[config.mk]
export PLATFORM = sky130hd
export DESIGN_NAME = alarm_system
export DESIGN_NICKNAME = d
export VERILOG_FILES = /design/src/rtl/alarm_system_pkg.sv /design/src/rtl/alarm_sync.sv /design/src/rtl/alarm_system.sv
export SDC_FILE = /design/constraint.sdc
export NUM_CORES = 1
export LEC_CHECK = 0
export BUFFER_PORTS_ARGS = -buffer_cell sky130_fd_sc_hd__buf_2
export CORE_MARGIN = 5
export CORE_UTILIZATION = 30
export CTS_BUF_LIST = sky130_fd_sc_hd__clkbuf_8
export CTS_CLUSTER_DIAMETER = 150
export DETAILED_ROUTE_END_ITERATION = 8
export PLACE_DENSITY = 0.56
export SLEW_MARGIN = 0
export SYNTH_ARGS = -nofsm -noshare
export SYNTH_HDL_FRONTEND = slang
export SYNTH_HIERARCHICAL = 1
export SYNTH_SLANG_ARGS = --single-unit
[constraint.sdc]
create_clock -name clk -period 2.7 [get_ports clk]
set_input_delay 0.27 -clock clk [delete_from_list [all_inputs] [get_ports clk]]
set_output_delay 0.27 -clock clk [all_outputs]
set_load 0.1 [all_outputs]
[src/rtl/alarm_system_pkg.sv]
// Shared defaults and state type for the intruder-alarm controller.
package alarm_system_pkg;

  localparam int CODE_W_DEF = 6;

  localparam logic [CODE_W_DEF-1:0] ARM_CODE_DEF    = 6'd4;
  localparam logic [CODE_W_DEF-1:0] DISARM_CODE_DEF = 6'd31;

  typedef enum logic [1:0] {
    DISARMED  = 2'd0,
    ARMED     = 2'd1,
    TRIGGERED = 2'd2
  } alarm_state_e;

endpackage

[src/rtl/alarm_sync.sv]
// Parameterised-width 2-flop synchroniser, asynchronous active-low reset.
module alarm_sync #(
  parameter int W = 1
) (
  input  logic         clk,
  input  logic         rst_n,
  input  logic [W-1:0] d,
  output logic [W-1:0] q
);

  logic [W-1:0] meta;

  // Two back-to-back flops bring the asynchronous input into the clk domain.
  always_ff @(posedge clk or negedge rst_n) begin
    if (!rst_n) begin
      meta <= '0;
      q    <= '0;
    end else begin
      meta <= d;
      q    <= meta;
    end
  end

endmodule

[src/rtl/alarm_system.sv]
// Intruder-alarm controller: keypad arm/disarm, latched alarm on any sensor while armed.
module alarm_system
  import alarm_system_pkg::*;
#(
  parameter int                 CODE_W      = CODE_W_DEF,
  parameter logic [CODE_W-1:0]  ARM_CODE    = ARM_CODE_DEF,
  parameter logic [CODE_W-1:0]  DISARM_CODE = DISARM_CODE_DEF
) (
  input  logic              clk,
  input  logic              rst_n,
  input  logic [CODE_W-1:0] Code,
  input  logic              Motion1,
  input  logic              Motion2,
  input  logic              Reed,
  output logic              act,
  output logic              alarm
);

  // Codes must differ and be nonzero, since the code pipeline resets to zero.
  if ((ARM_CODE == DISARM_CODE) || (ARM_CODE == '0) || (DISARM_CODE == '0)) begin : g_bad_codes
    $error("alarm_system: ARM_CODE and DISARM_CODE must differ and be nonzero");
  end

  logic [CODE_W-1:0] code_s;
  logic [CODE_W-1:0] code_q;
  logic [2:0]        sens_sync;
  logic              sens_s;
  logic              code_stable;
  logic              arm_hit;
  logic              disarm_hit;

  alarm_system_pkg::alarm_state_e state, state_nxt;

  alarm_sync #(.W(CODE_W)) u_code_sync (
    .clk   (clk),
    .rst_n (rst_n),
    .d     (Code),
    .q     (code_s)
  );

  alarm_sync #(.W(3)) u_sens_sync (
    .clk   (clk),
    .rst_n (rst_n),
    .d     ({Motion1, Motion2, Reed}),
    .q     (sens_sync)
  );

  assign sens_s = |sens_sync;

  // One-cycle history of the synchronised code for the stability check.
  always_ff @(posedge clk or negedge rst_n) begin
    if (!rst_n) begin
      code_q <= '0;
    end else begin
      code_q <= code_s;
    end
  end

  // A code counts only after two identical synchronised samples (filters bus skew).
  always_comb begin
    code_stable = (code_s == code_q);
    arm_hit     = code_stable && (code_s == ARM_CODE);
    disarm_hit  = code_stable && (code_s == DISARM_CODE);
  end

  // State register.
  always_ff @(posedge clk or negedge rst_n) begin
    if (!rst_n) begin
      state <= DISARMED;
    end else begin
      state <= state_nxt;
    end
  end

  // Next-state logic; disarm takes priority over sensor activity.
  always_comb begin
    state_nxt = state;
    unique case (state)
      DISARMED: begin
        if (arm_hit) state_nxt = ARMED;
      end
      ARMED: begin
        if (disarm_hit)  state_nxt = DISARMED;
        else if (sens_s) state_nxt = TRIGGERED;
      end
      TRIGGERED: begin
        if (disarm_hit) state_nxt = DISARMED;
      end
      default: state_nxt = DISARMED;
    endcase
  end

  // Output decode straight from the state register.
  always_comb begin
    act   = 1'b0;
    alarm = 1'b0;
    unique case (state)
      DISARMED:  begin act = 1'b0; alarm = 1'b0; end
      ARMED:     begin act = 1'b1; alarm = 1'b0; end
      TRIGGERED: begin act = 1'b1; alarm = 1'b1; end
      default:   begin act = 1'b0; alarm = 1'b0; end
    endcase
  end

endmodule

# After elaboration in Yosys (flattened, before gate mapping)
# Cells that the tools add are included.
# Widths: inputs -> output; s select.
# op_classes
mux	7
n_eq_ne	8
reduce_logical	6
# op_table
operator	n
$mux 2	4
$eq 6x3->1 const B	1
$eq 6x5->1 const B	1
$eq 6x6->1	1
$pmux 2 s3	1
$ne 2x2->1 const B	2
$ne 3x3->1 const B	1
$reduce_and 3->1	1
$reduce_or 3->1	1
$eq 2x1->1 const B	1
$eq 2x2->1 const B	1
$logic_and 1x1->1	2
$logic_not 2->1	1
$mux 1	2
$reduce_or 2->1	1
# word_totals
wordCells	27
inputBits	11
output_inout_bits	2
regBits	26

# Logic depth before layout (Yosys ltp)
# Gate-level depths: netlist of run 1.
# logic_depth
depth_word	4
ltp_mapped	5
depth_no_buf	5

# Modules after synthesis
# Netlist of run 1, hierarchy kept.
# by_module_without_submodules
module	area_per_inst_um2	seq_area_each_um2	cells_per_inst	n_inst
alarm_system	402.9	200.2	35	1
alarm_sync (u_code_sync)	300.3	300.3	12	1
alarm_sync (u_sens_sync)	150.1	150.1	6	1

# Worst setup path after synthesis of run 1
# No wires, ideal clock.
# synth_path
path_type	reg2reg
startpoint	reg state[0]
endpoint	reg state[1]
period_less_slack_ns	1.877
n_path_buf	0
required_ns	2.613
t_arrival_ns	1.790
setup_slack_ns	0.823
setup_ns	0.087
stages_incl_launch_ff	6
path_cell_list	dfrtp_1 inv_1 ha_1 or2b_1 or4_1 o211ai_1
# synth_via
elab_chain_cells	3
elab_cells_between_ends	8
cone_classes	5 x eq/ne; 1 x mux; 2 x reduce/logical
# synth_lines
element	line_no	rtl
start, declared	alarm_system.sv:32	alarm_system_pkg::alarm_state_e state, state_nxt;
start signal, assigned	alarm_system.sv:71	state <= state_nxt;
$eq 2x1->1 (tied with other cells)	alarm_system.sv:78	unique case (state)
$ne 3x3->1 (no line) or $ne 2x2->1 (tied branches)	--	
$reduce_and 3->1 (no line)	--	
# Several ways; a longest one is shown, not always the timed one.
# A chain may end at the register's enable or synchronous reset.

# Worst setup path after layout of run 1
# layout_path
startpoint	reg state[1]
endpoint	out act
# layout_via
elab_chain_cells	3
elab_cells_between_ends	4
cone_classes	2 x eq/ne; 1 x mux; 1 x reduce/logical
# layout_lines
element	line_no	rtl
$eq 2x2->1 or $eq 2x1->1 (tied branches)	alarm_system.sv:97	unique case (state)
$reduce_or 2->1 (no line) (*)	--	
$mux 1 (*)	alarm_system.sv:97	
end, declared	alarm_system.sv:15	output logic act,
# Mark *: on every way between the ends. The rest lies on a longest branch, timed or not.

==> results.py, run 1 <==
metrics = {
    "routing": {
        "drt-vias-per-instance": 4.53,
        "remaining_drc_errors": 0,
        "postRouteAntennaNets": 0,
        "routed_wl_um": 1040,
        "num_vias": 448,
        "first_pass_iters": 4,
        "drt_first_iter_violations": 4,
        "wl_per_cell_um": 10.5,
    },
    "sta": {
        "final_max_slew_viol_count": 0,
        "setup-violations-final": 0,
        "max_freq_mhz": 588,
        "finalCriticalPeriod_ns": 1.70,
        "rsz0062_at_grt": "false",
        "tns_ns": 0,
        "worst_slew_pin_slew_ns": 0.534,
        "relSlewSlack": 0.644,
        "skew_ns": 0.000528,
        "fin_crit_sh": 0.629,
        "finalHoldViolations": 26,
        "whs_ns": -0.0184,
    },
    "setup_path": {
        "critical_path_class": "register to output port",
        "slowest_stage": "buf_2",
        "max_stage_delay_ns": 0.42,
        "path_max_fanout": 4,
        "worstPathArrival_ns": 1.43,
        "start_kind": "register",
        "reg2reg_from": "u_code_sync/q[1]",
        "crit_family": "buffers and inverters",
        "crit_buf_inv": 2,
        "path_cells": "inv_1 -> ha_1 -> buf_2",
        "cp.required_ns": 2.43,
        "setup.worst_path.start": "state[1]",
        "end_kind": "output port",
    },
    "grt": {
        "top_usage_layer": "met2",
        "grt-ovfl-total": 0,
        "grt_pass1_vias": 469,
        "grt_use_met3": 0.0231,
        "grtUsageTotal": 0.0605,
        "antenna_found_initial": 0,
        "met2_usage": 0.0926,
        "grt_pass1_wl_um": 1880,
        "met1_usage": 0.0667,
        "grt_max_degree": 27,
    },
    "place": {
        "dpl_cell_area_um2": 952,
        "port_buffers": 12,
        "place_inst": 96,
        "globalplace.congestion": 0.677,
        "hpwlAfterDp_um": 760,
    },
    "clock_tree": {
        "cts_hold_buf": 0,
        "cts-resized-gates": 0,
        "cts_max_level": 1,
        "cts-root-buf": "clkbuf_8",
        "clkTransAtPathRegs_ns": 0.08,
        "ctsLongestPathBuffers": 2,
        "clk_latency_ns": 0.26,
        "numCtsBuffers": 3,
        "clock-sinks": 26,
        "postCtsSetupRepairBufs": 0,
        "cts_tree": "done",
    },
    "yosys": {
        "syn_nets": 67,
        "ys_seq_elements": 26,
        "synth_seq_area_share": 0.762,
        "avgSynthCellArea_um2": 16.1,
        "ys.warnings.count": 6,
        "ys_types": 20,
        "syn_area_um2": 853,
        "synthCells": 53,
    },
    "floorplanning": {
        "coreArea_um2": 2730,
        "fp.dieH_um": 63.3,
        "fp.dieW_um": 63.3,
        "rows": 19,
        "dieArea_um2": 4010,
        "pin_count": 13,
        "start_util": 0.312,
    },
    "flow_run": {
        "maxCapViolCount": 0,
    },
    "final_layout": {
        "fin_nets": 84,
        "antenna_cells": 0,
        "design_area_um2": 993,
        "final_util": 0.363,
        "layout-drive-gt1-share": 0.279,
        "layoutNonFillerInstCount": 99,
        "areaGrowthSynthToFinish_pct": 16.4,
    },
    "power": {
        "p_clk_frac": 0.313,
        "internal_power_w": 0.000517,
        "seq_power_share": 0.646,
        "p_leak_nw": 0.453,
        "powerDensity_nw_per_um2": 647,
        "swShare": 0.196,
        "pwr-share-comb": 0.040,
        "power.switching_w": 0.000126,
        "vdd_ir_drop_max_v": 0.000384,
    },
    "outcome": {
        "outcome": "finished with violations",
        "violations": "hold timing",
    },
    "min_path": {
        "hold_class": "primary input to asynchronous set/reset pin",
    },
}
## per-layer routing
layer | vias to the layer above | wire length (µm)
li1 | 214 | -
met1 | 218 | 445
met2 | 12 | 503
met3 | 4 | 69
met4 | 0 | 25
met5 | - | 0
## cell families after synthesis
kind of cell	after synthesis	synth area share
flip-flops	26	0.762
adder cells (fa/ha/maj)	3	0.0440
AO/OA/AOI/OAI	7	0.0587
XOR/XNOR	2	0.0205
buffers and inverters	3	0.0132
AND/OR/NAND/NOR	12	0.101
## worst paths after layout
| check | depth (start not counted) | slack, ns | endpoint |
|---|---|---|---|
| max | 3 | 1.00 | act |
| min | 1 | -0.02 | u_code_sync/meta[1] |
| max reg2reg | 4 | 1.20 | state[1] |
| min reg2reg | 0 | 0.35 | u_code_sync/q[1] |
| max in group asynchronous | 1 | 2.36 | u_code_sync/q[2] |
| min in group clk | 1 | 0.11 | u_code_sync/meta[0] |
## worst reg2reg max path, cell delays in order, from the launching register on
cell and delay, ns:
dfrtp_1 0.43, nor4_2 0.28, nand2_1 0.11, or4_1 0.50, o211ai_1 0.10
## cell usage after synthesis
cell type / count / area share
and4bb_2: 1 / 0.015
a211o_1: 1 / 0.010
nor3_1: 2 / 0.012
nand3_2: 1 / 0.012
and4_2: 1 / 0.012
o21ai_1: 1 / 0.0059
inv_1: 3 / 0.013
a21o_1: 1 / 0.0088
nor4_2: 1 / 0.015
or2b_1: 1 / 0.0088
nand3_1: 1 / 0.0059
a22oi_1: 1 / 0.0088
or4_1: 1 / 0.0088
o211ai_1: 2 / 0.018
nand2_1: 1 / 0.0044
o22ai_1: 1 / 0.0073
nor2_1: 2 / 0.0088
xnor2_1: 2 / 0.021
ha_1: 3 / 0.044
dfrtp_1: 26 / 0.76
## sequential cells by signal, indices dropped and copies added, names as in the netlist
| signal | count |
|---|---|
| u_code_sync/meta | 6 |
| u_sens_sync/q | 3 |
| u_sens_sync/meta | 3 |
| code_q | 6 |
| u_code_sync/q | 6 |
| state | 2 |
## cell usage in the layout, fill, tap and decap left out, drive strengths merged, types with 2 or more instances in the layout
cell type,instances
ha,3
nor3,2
clkbuf,3
o211ai,2
nand3,2
xnor2,2
inv,3
buf,12
dfrtp,26
nor2,2
## power groups by stage
stage / Clock (W) / Sequential, W / Combinational, W
3_5_place_dp: 0 / 0.000424 / 0.0000269
5_1_grt: 0.000225 / 0.000418 / 0.0000300
6_report: 0.000202 / 0.000416 / 0.0000260
2_1_floorplan: 0 / 0.000421 / 0.0000119
4_1_cts: 0.000208 / 0.000416 / 0.0000270
3_3_place_gp: 0 / 0.000423 / 0.0000266
## cell type report
type | instances | area, µm²
fillers | 262 | 1740
repair buffers | 12 | 60.1
multi-input cells | 24 | 191
well taps | 31 | 38.8
clock buffers | 3 | 41.3
flip-flops and latches | 26 | 651
inverters | 3 | 11.3
## through the flow
stage / setup WS, ns / power [W]
3_5_place_dp: 1.18 / 0.000450
2_1_floorplan: 0.823 / 0.000433
5_1_grt: 0.893 / 0.000673
3_3_place_gp: 1.23 / 0.000449
4_1_cts: 0.980 / 0.000651
6_report: 1.00 / 0.000643
Power figures use the tool's default switching activity.
==> run 2: changes to the inputs <==
ABC_AREA = 1   (was unset)
PLACE_DENSITY = 0.57   (was 0.56)
clock period = 1.45 ns   (was 2.7 ns; I/O delays follow)
==> run 2 against run 1 <==
Effect of this change: the run now ends clean; global-route usage rose by 1.9 points; sequential power grew 98%; critical path depth unchanged; flip-flop and latch count stayed put; synthesized cell count up 70%; via count grew 40%.
==> results.py, run 2 <==
metrics = {
    "outcome": {
        "outcome": "completed",
    },
    "clock_tree": {
        "clock-sinks": 26,
        "cts_max_level": 1,
        "numCtsBuffers": 3,
        "cts_hold_buf": 10,
        "postCtsSetupRepairBufs": 0,
        "cts-resized-gates": 0,
        "ctsLongestPathBuffers": 2,
        "cts-root-buf": "clkbuf_8",
        "cts_tree": "done",
        "clkTransAtPathRegs_ns": 0.08,
        "clk_latency_ns": 0.26,
    },
    "setup_path": {
        "critical_path_class": "register to output port",
        "cp.required_ns": 1.31,
        "r2r_cells": 8,
        "path_cells": "inv_1 -> ha_1 -> buf_12",
        "worstPathArrival_ns": 1.24,
        "end_kind": "output port",
        "max_stage_delay_ns": 0.38,
        "path_max_fanout": 3,
        "slowest_stage": "dfrtp_1",
        "start_kind": "register",
    },
    "grt": {
        "grtUsageTotal": 0.0800,
        "grt-ovfl-total": 0,
        "grt_pass1_wl_um": 2720,
        "grt_max_degree": 27,
        "antenna_found_initial": 0,
        "grt_pass1_vias": 650,
    },
    "power": {
        "p_total_w": 0.00199,
        "p_leak_nw": 0.639,
        "vdd_ir_drop_max_v": 0.000729,
        "powerDensity_nw_per_um2": 1550,
    },
    "sta": {
        "rsz0062_at_grt": "false",
        "finalHoldViolations": 0,
        "worst_slew_pin_slew_ns": 0.537,
        "max_freq_mhz": 724,
        "tns_ns": 0,
        "skew_ns": 0.00302,
        "relSlewSlack": 0.642,
        "finalCriticalPeriod_ns": 1.38,
        "setup-violations-final": 0,
        "fin_crit_sh": 0.953,
        "layout_setup_ws_ns": 0.0685,
        "final_max_slew_viol_count": 0,
    },
    "yosys": {
        "synth_ff_type": "dfrtp_1",
        "ys.warnings.count": 6,
        "syn_nets": 104,
        "syn_area_um2": 983,
        "synth_seq_area_share": 0.662,
        "synth_common_cells": "26 x dfrtp_1, 18 x nand2_1, 14 x inv_1, 7 x nor2_1, 5 x nand2_2",
        "synth_largest_area_cell": "dfrtp_1",
        "synth_top_area_frac": 0.662,
        "async_reset_ff_frac": 1.00,
        "synth_area_leaders": "dfrtp_1 66%, nand2_1 6.9%, inv_1 5.3%, ha_1 3.8%, nand2_2 3.2%",
        "synthCells": 90,
        "synth_edf_count": 0,
        "ys_types": 15,
        "yosysMostFrequentCell": "dfrtp_1",
        "ys_seq_elements": 26,
        "avgSynthCellArea_um2": 10.9,
    },
    "place": {
        "globalplace.congestion": 0.713,
        "dp_worst_setup_slack_ns": 0.153,
        "hpwlAfterDp_um": 1000,
        "dpl_cell_area_um2": 1130,
        "port_buffers": 12,
    },
    "final_layout": {
        "final_util": 0.415,
        "antenna_cells": 0,
        "top_regs": "code_q: 6 flops, u_code_sync/meta: 6 flops, u_code_sync/q: 6 flops",
        "design_area_um2": 1290,
        "areaGrowthSynthToFinish_pct": 30.8,
        "layout-drive-gt1-share": 0.284,
        "fin_nets": 131,
        "final_common_cell": "dfrtp_1",
        "layout_common_cells": "26 x dfrtp_1, 18 x nand2_1, 14 x inv_1",
    },
    "routing": {
        "first_pass_iters": 2,
        "remaining_drc_errors": 0,
        "wl_per_cell_um": 8.61,
        "num_vias": 628,
        "drt-vias-per-instance": 3.93,
        "postRouteAntennaNets": 0,
        "drt_first_iter_violations": 4,
        "routed_wl_um": 1380,
    },
    "min_path": {
        "whs_path_depth": 0,
        "hold_class": "register to register",
    },
    "floorplanning": {
        "fp.dieW_um": 67.3,
        "start_util": 0.317,
        "dieArea_um2": 4520,
        "rows": 20,
        "fp.dieH_um": 67.3,
        "coreArea_um2": 3100,
        "pin_count": 13,
    },
    "flow_run": {
        "maxCapViolCount": 0,
    },
}
==> run 2: cell types whose count changed after synthesis, sizes merged, moves of 2 or more <==
| cell | delta |
|---|---|
| xnor2 | -2 |
| nor2 | +10 |
| inv | +14 |
| nand2 | +22 |
| nand4 | +4 |
| o211ai | -2 |
==> run 2: layout make-up <==
class	instances	area, µm²
Tap cell	44	55.1
Inverter	17	63.8
Timing Repair Buffer	22	190
Fill cell	304	1820
Sequential cell	26	651
Multi-Input combinational cell	47	272
Clock buffer	4	55.1
==> run 2: logic make-up (layout without fill, tap and decap cells) <==
kind of cell  count (synthesis)  after routing  share of synthesized area
buf+inv                      17             43                     0.0649
simple gates                 43             43                      0.226
xor+xnor                      1              1                    0.00891
fa+ha+maj                     3              3                     0.0382
flops                        26             26                      0.662
==> run 2: power by group <==
group | total [W] | switching [W] | internal [W]
registers | 0.000824 | 0.0000394 | 0.000785
clock network | 0.000445 | 0.000203 | 0.000242
logic | 0.000720 | 0.000454 | 0.000267
==> run 2: worst paths after layout <==
check / startpoint / endpoint / slack [ns]
worst max-delay path: state[0] / act / 0.07
worst min-delay path: u_code_sync/meta[2] / u_code_sync/q[2] / 0.35
worst max register to register: u_code_sync/q[1] / state[1] / 0.16
worst min register to register: u_code_sync/meta[2] / u_code_sync/q[2] / 0.35
max in group asynchronous: rst_n / u_code_sync/q[5] / 0.70
min in group asynchronous: rst_n / u_code_sync/meta[3] / 0.39
==> run 2: per-stage QoR <==
| stage | hold slack (ns) | std cells |
|---|---|---|
| after floorplan | -0.151 | 90 |
| after global placement | 0.156 | 146 |
| after detailed placement | 0.167 | 146 |
| after CTS | 0.354 | 160 |
| after global routing | 0.363 | 160 |
| final | 0.353 | 160 |
==> run 2: worst max-delay path: cells and delay by family (launching register included) <==
family / cells / cell delay [ns]
DFF: 1 / 0.38
adders and majority gates: 1 / 0.33
buffers and inverters: 2 / 0.26
==> run 2: per-layer routing <==
layer	share of wire	track usage
met4	0.022	0.0532
met5	0	0
met2	0.51	0.133
met3	0.043	0.0216
met1	0.42	0.0897
==> run 3: changes to the inputs <==
ABC_AREA = unset   (was 1)
==> run 3 against run 2 <==
Effect of this change: highest routed layer unchanged; largest cell class unchanged; via count fell by 19%; combinational power fell by 89%; routed wire length fell by 8.1%; the flow now finishes with violations (setup timing); total power fell by 35%; sequential power fell by 6.1%; critical endpoint is now state[1]; global-route usage fell by 0.26 points; cell count fell by 28%; fmax fell by 7.2%; register-to-register slack got worse by 0.20 ns.
==> results.py, run 3 (synthesis results as in run 1) <==
metrics = {
    "routing": {
        "drt_first_iter_violations": 3,
        "postRouteAntennaNets": 0,
        "first_pass_iters": 2,
        "remaining_drc_errors": 0,
        "drt-vias-per-instance": 4.36,
        "num_vias": 506,
        "routed_wl_um": 1270,
        "wl_per_cell_um": 10.9,
    },
    "setup_path": {
        "slowest_stage": "dfrtp_1",
        "end_kind": "register",
        "path_max_fanout": 3,
        "worstPathArrival_ns": 1.68,
        "cp.required_ns": 1.64,
        "max_stage_delay_ns": 0.42,
        "path_cells": "buf_6 -> ha_4 -> or2b_1 -> or4_1 -> o211ai_1",
        "critical_path_class": "register to register",
        "start_kind": "register",
    },
    "floorplanning": {
        "fp.dieW_um": 63.3,
        "fp.dieH_um": 63.3,
        "dieArea_um2": 4010,
        "pin_count": 13,
        "rows": 19,
        "start_util": 0.312,
        "coreArea_um2": 2730,
    },
    "power": {
        "p_leak_nw": 0.542,
        "powerDensity_nw_per_um2": 1050,
        "vdd_ir_drop_max_v": 0.000657,
    },
    "grt": {
        "grt_pass1_wl_um": 2350,
        "grtUsageTotal": 0.0774,
        "grt-ovfl-total": 0,
        "grt_pass1_vias": 548,
        "antenna_found_initial": 0,
        "grt_max_degree": 27,
    },
    "sta": {
        "worst_slew_pin_slew_ns": 0.549,
        "rsz0062_at_grt": "true",
        "finalHoldViolations": 0,
        "fin_crit_sh": 1.03,
        "layout_setup_ws_ns": -0.0381,
        "final_max_slew_viol_count": 0,
        "max_freq_mhz": 672,
        "skew_ns": 0.00286,
        "setup-violations-final": 1,
        "relSlewSlack": 0.634,
        "finalCriticalPeriod_ns": 1.49,
    },
    "final_layout": {
        "layout-drive-gt1-share": 0.376,
        "final_util": 0.451,
        "fin_nets": 100,
        "fill_cells": 233,
        "antenna_cells": 0,
        "final_common_cell": "dfrtp_1",
        "top_regs": "code_q: 6 flops, u_code_sync/meta: 6 flops, u_code_sync/q: 6 flops",
        "areaGrowthSynthToFinish_pct": 44.4,
        "layout_common_cells": "26 x dfrtp_1, 10 x dlygate4sd3_1, 10 x buf_2",
    },
    "flow_run": {
        "maxCapViolCount": 0,
    },
    "clock_tree": {
        "cts-root-buf": "clkbuf_8",
        "cts_tree": "done",
        "clkTransAtPathRegs_ns": 0.08,
        "clk_latency_ns": 0.26,
        "clock-sinks": 26,
        "cts_max_level": 1,
        "ctsLongestPathBuffers": 2,
        "numCtsBuffers": 3,
    },
    "outcome": {
        "outcome": "finished with violations",
        "violations": "setup timing",
    },
    "min_path": {
        "hold_class": "register to register",
    },
    "place": {
        "hpwlAfterDp_um": 819,
        "dp_worst_setup_slack_ns": -0.0503,
        "globalplace.congestion": 0.662,
        "port_buffers": 12,
    },
}
[run 3: changes by cell type in the layout (fill, tap and decap cells not counted), moves of 3 or more]
| cell | delta |
|---|---|
| nor2_1 | -5 |
| ha_4 | +3 |
| nor2_2 | -4 |
| nand4_1 | -3 |
| nand2_2 | -5 |
| nand2_1 | -17 |
| buf_4 | +4 |
| inv_1 | -13 |
[run 3: final timing paths]
kind,startpoint,to,slack (ns),cells after the start
max,state[1],state[1],-0.04,5
min,u_code_sync/meta[0],u_code_sync/q[0],0.35,0
max reg2reg,state[1],state[1],-0.04,5
min reg2reg,u_code_sync/meta[0],u_code_sync/q[0],0.35,0
max in group asynchronous,rst_n,u_sens_sync/q[2],0.68,2
min in group asynchronous,rst_n,u_code_sync/meta[2],0.40,2
[run 3: critical path, delay by kind of cell, from the launching register on]
| family | cells | cell delay (ns) |
|---|---|---|
| adders and majority gates | 1 | 0.15 |
| AOI/OAI and AO/OA | 1 | 0.10 |
| and+or+nand+nor | 2 | 0.61 |
| DFF | 1 | 0.42 |
| buffers and inverters | 1 | 0.13 |
[run 3: stage by stage]
step | instances | hold slack [ns] | total power (W) | TNS [ns] | instance area, µm²
2_1_floorplan | 53 | -0.151 | 0.000807 | -0.0395 | 866
3_3_place_gp | 101 | 0.156 | 0.000842 | -0.0249 | 1030
3_5_place_dp | 101 | 0.168 | 0.000846 | -0.0503 | 1030
4_1_cts | 116 | 0.355 | 0.00133 | -0.0590 | 1210
5_1_grt | 116 | 0.368 | 0.00136 | -0.169 | 1230
6_report | 116 | 0.354 | 0.00130 | -0.0381 | 1230
[run 3: what timing repair did]
action | CTS | global route
hold buffers | 10 | 0
endpoints found under the hold margin | 35 | 0
gates resized for setup | 2 | 6
pin swaps | 1 | 1
setup endpoints to repair | 2 | 4
buffers inserted | 1 | 0
[run 3: report_power, final]
group	internal, W	switching (W)
clock network	0.000242	0.000205
logic	0.0000429	0.0000355
registers	0.000759	0.0000153
total	0.00104	0.000256
[run 3: per-layer routing]
metal  GRT usage  routed length (µm)  vias to the layer above
met1      0.0885                 556                      244
met2       0.122                 643                       11
met4      0.0545                  14                        0
met3      0.0231                  52                        2
met5           0                   0                        -
li1            -                   -                      249
[run 3: layout make-up]
class	count	area [µm²]	area share
inverters	3	11.3	0.00914
clock buffers	4	55.1	0.0447
repair buffers	28	243	0.197
well taps	31	38.8	0.0315
flip-flops and latches	26	651	0.528
multi-input cells	24	234	0.190
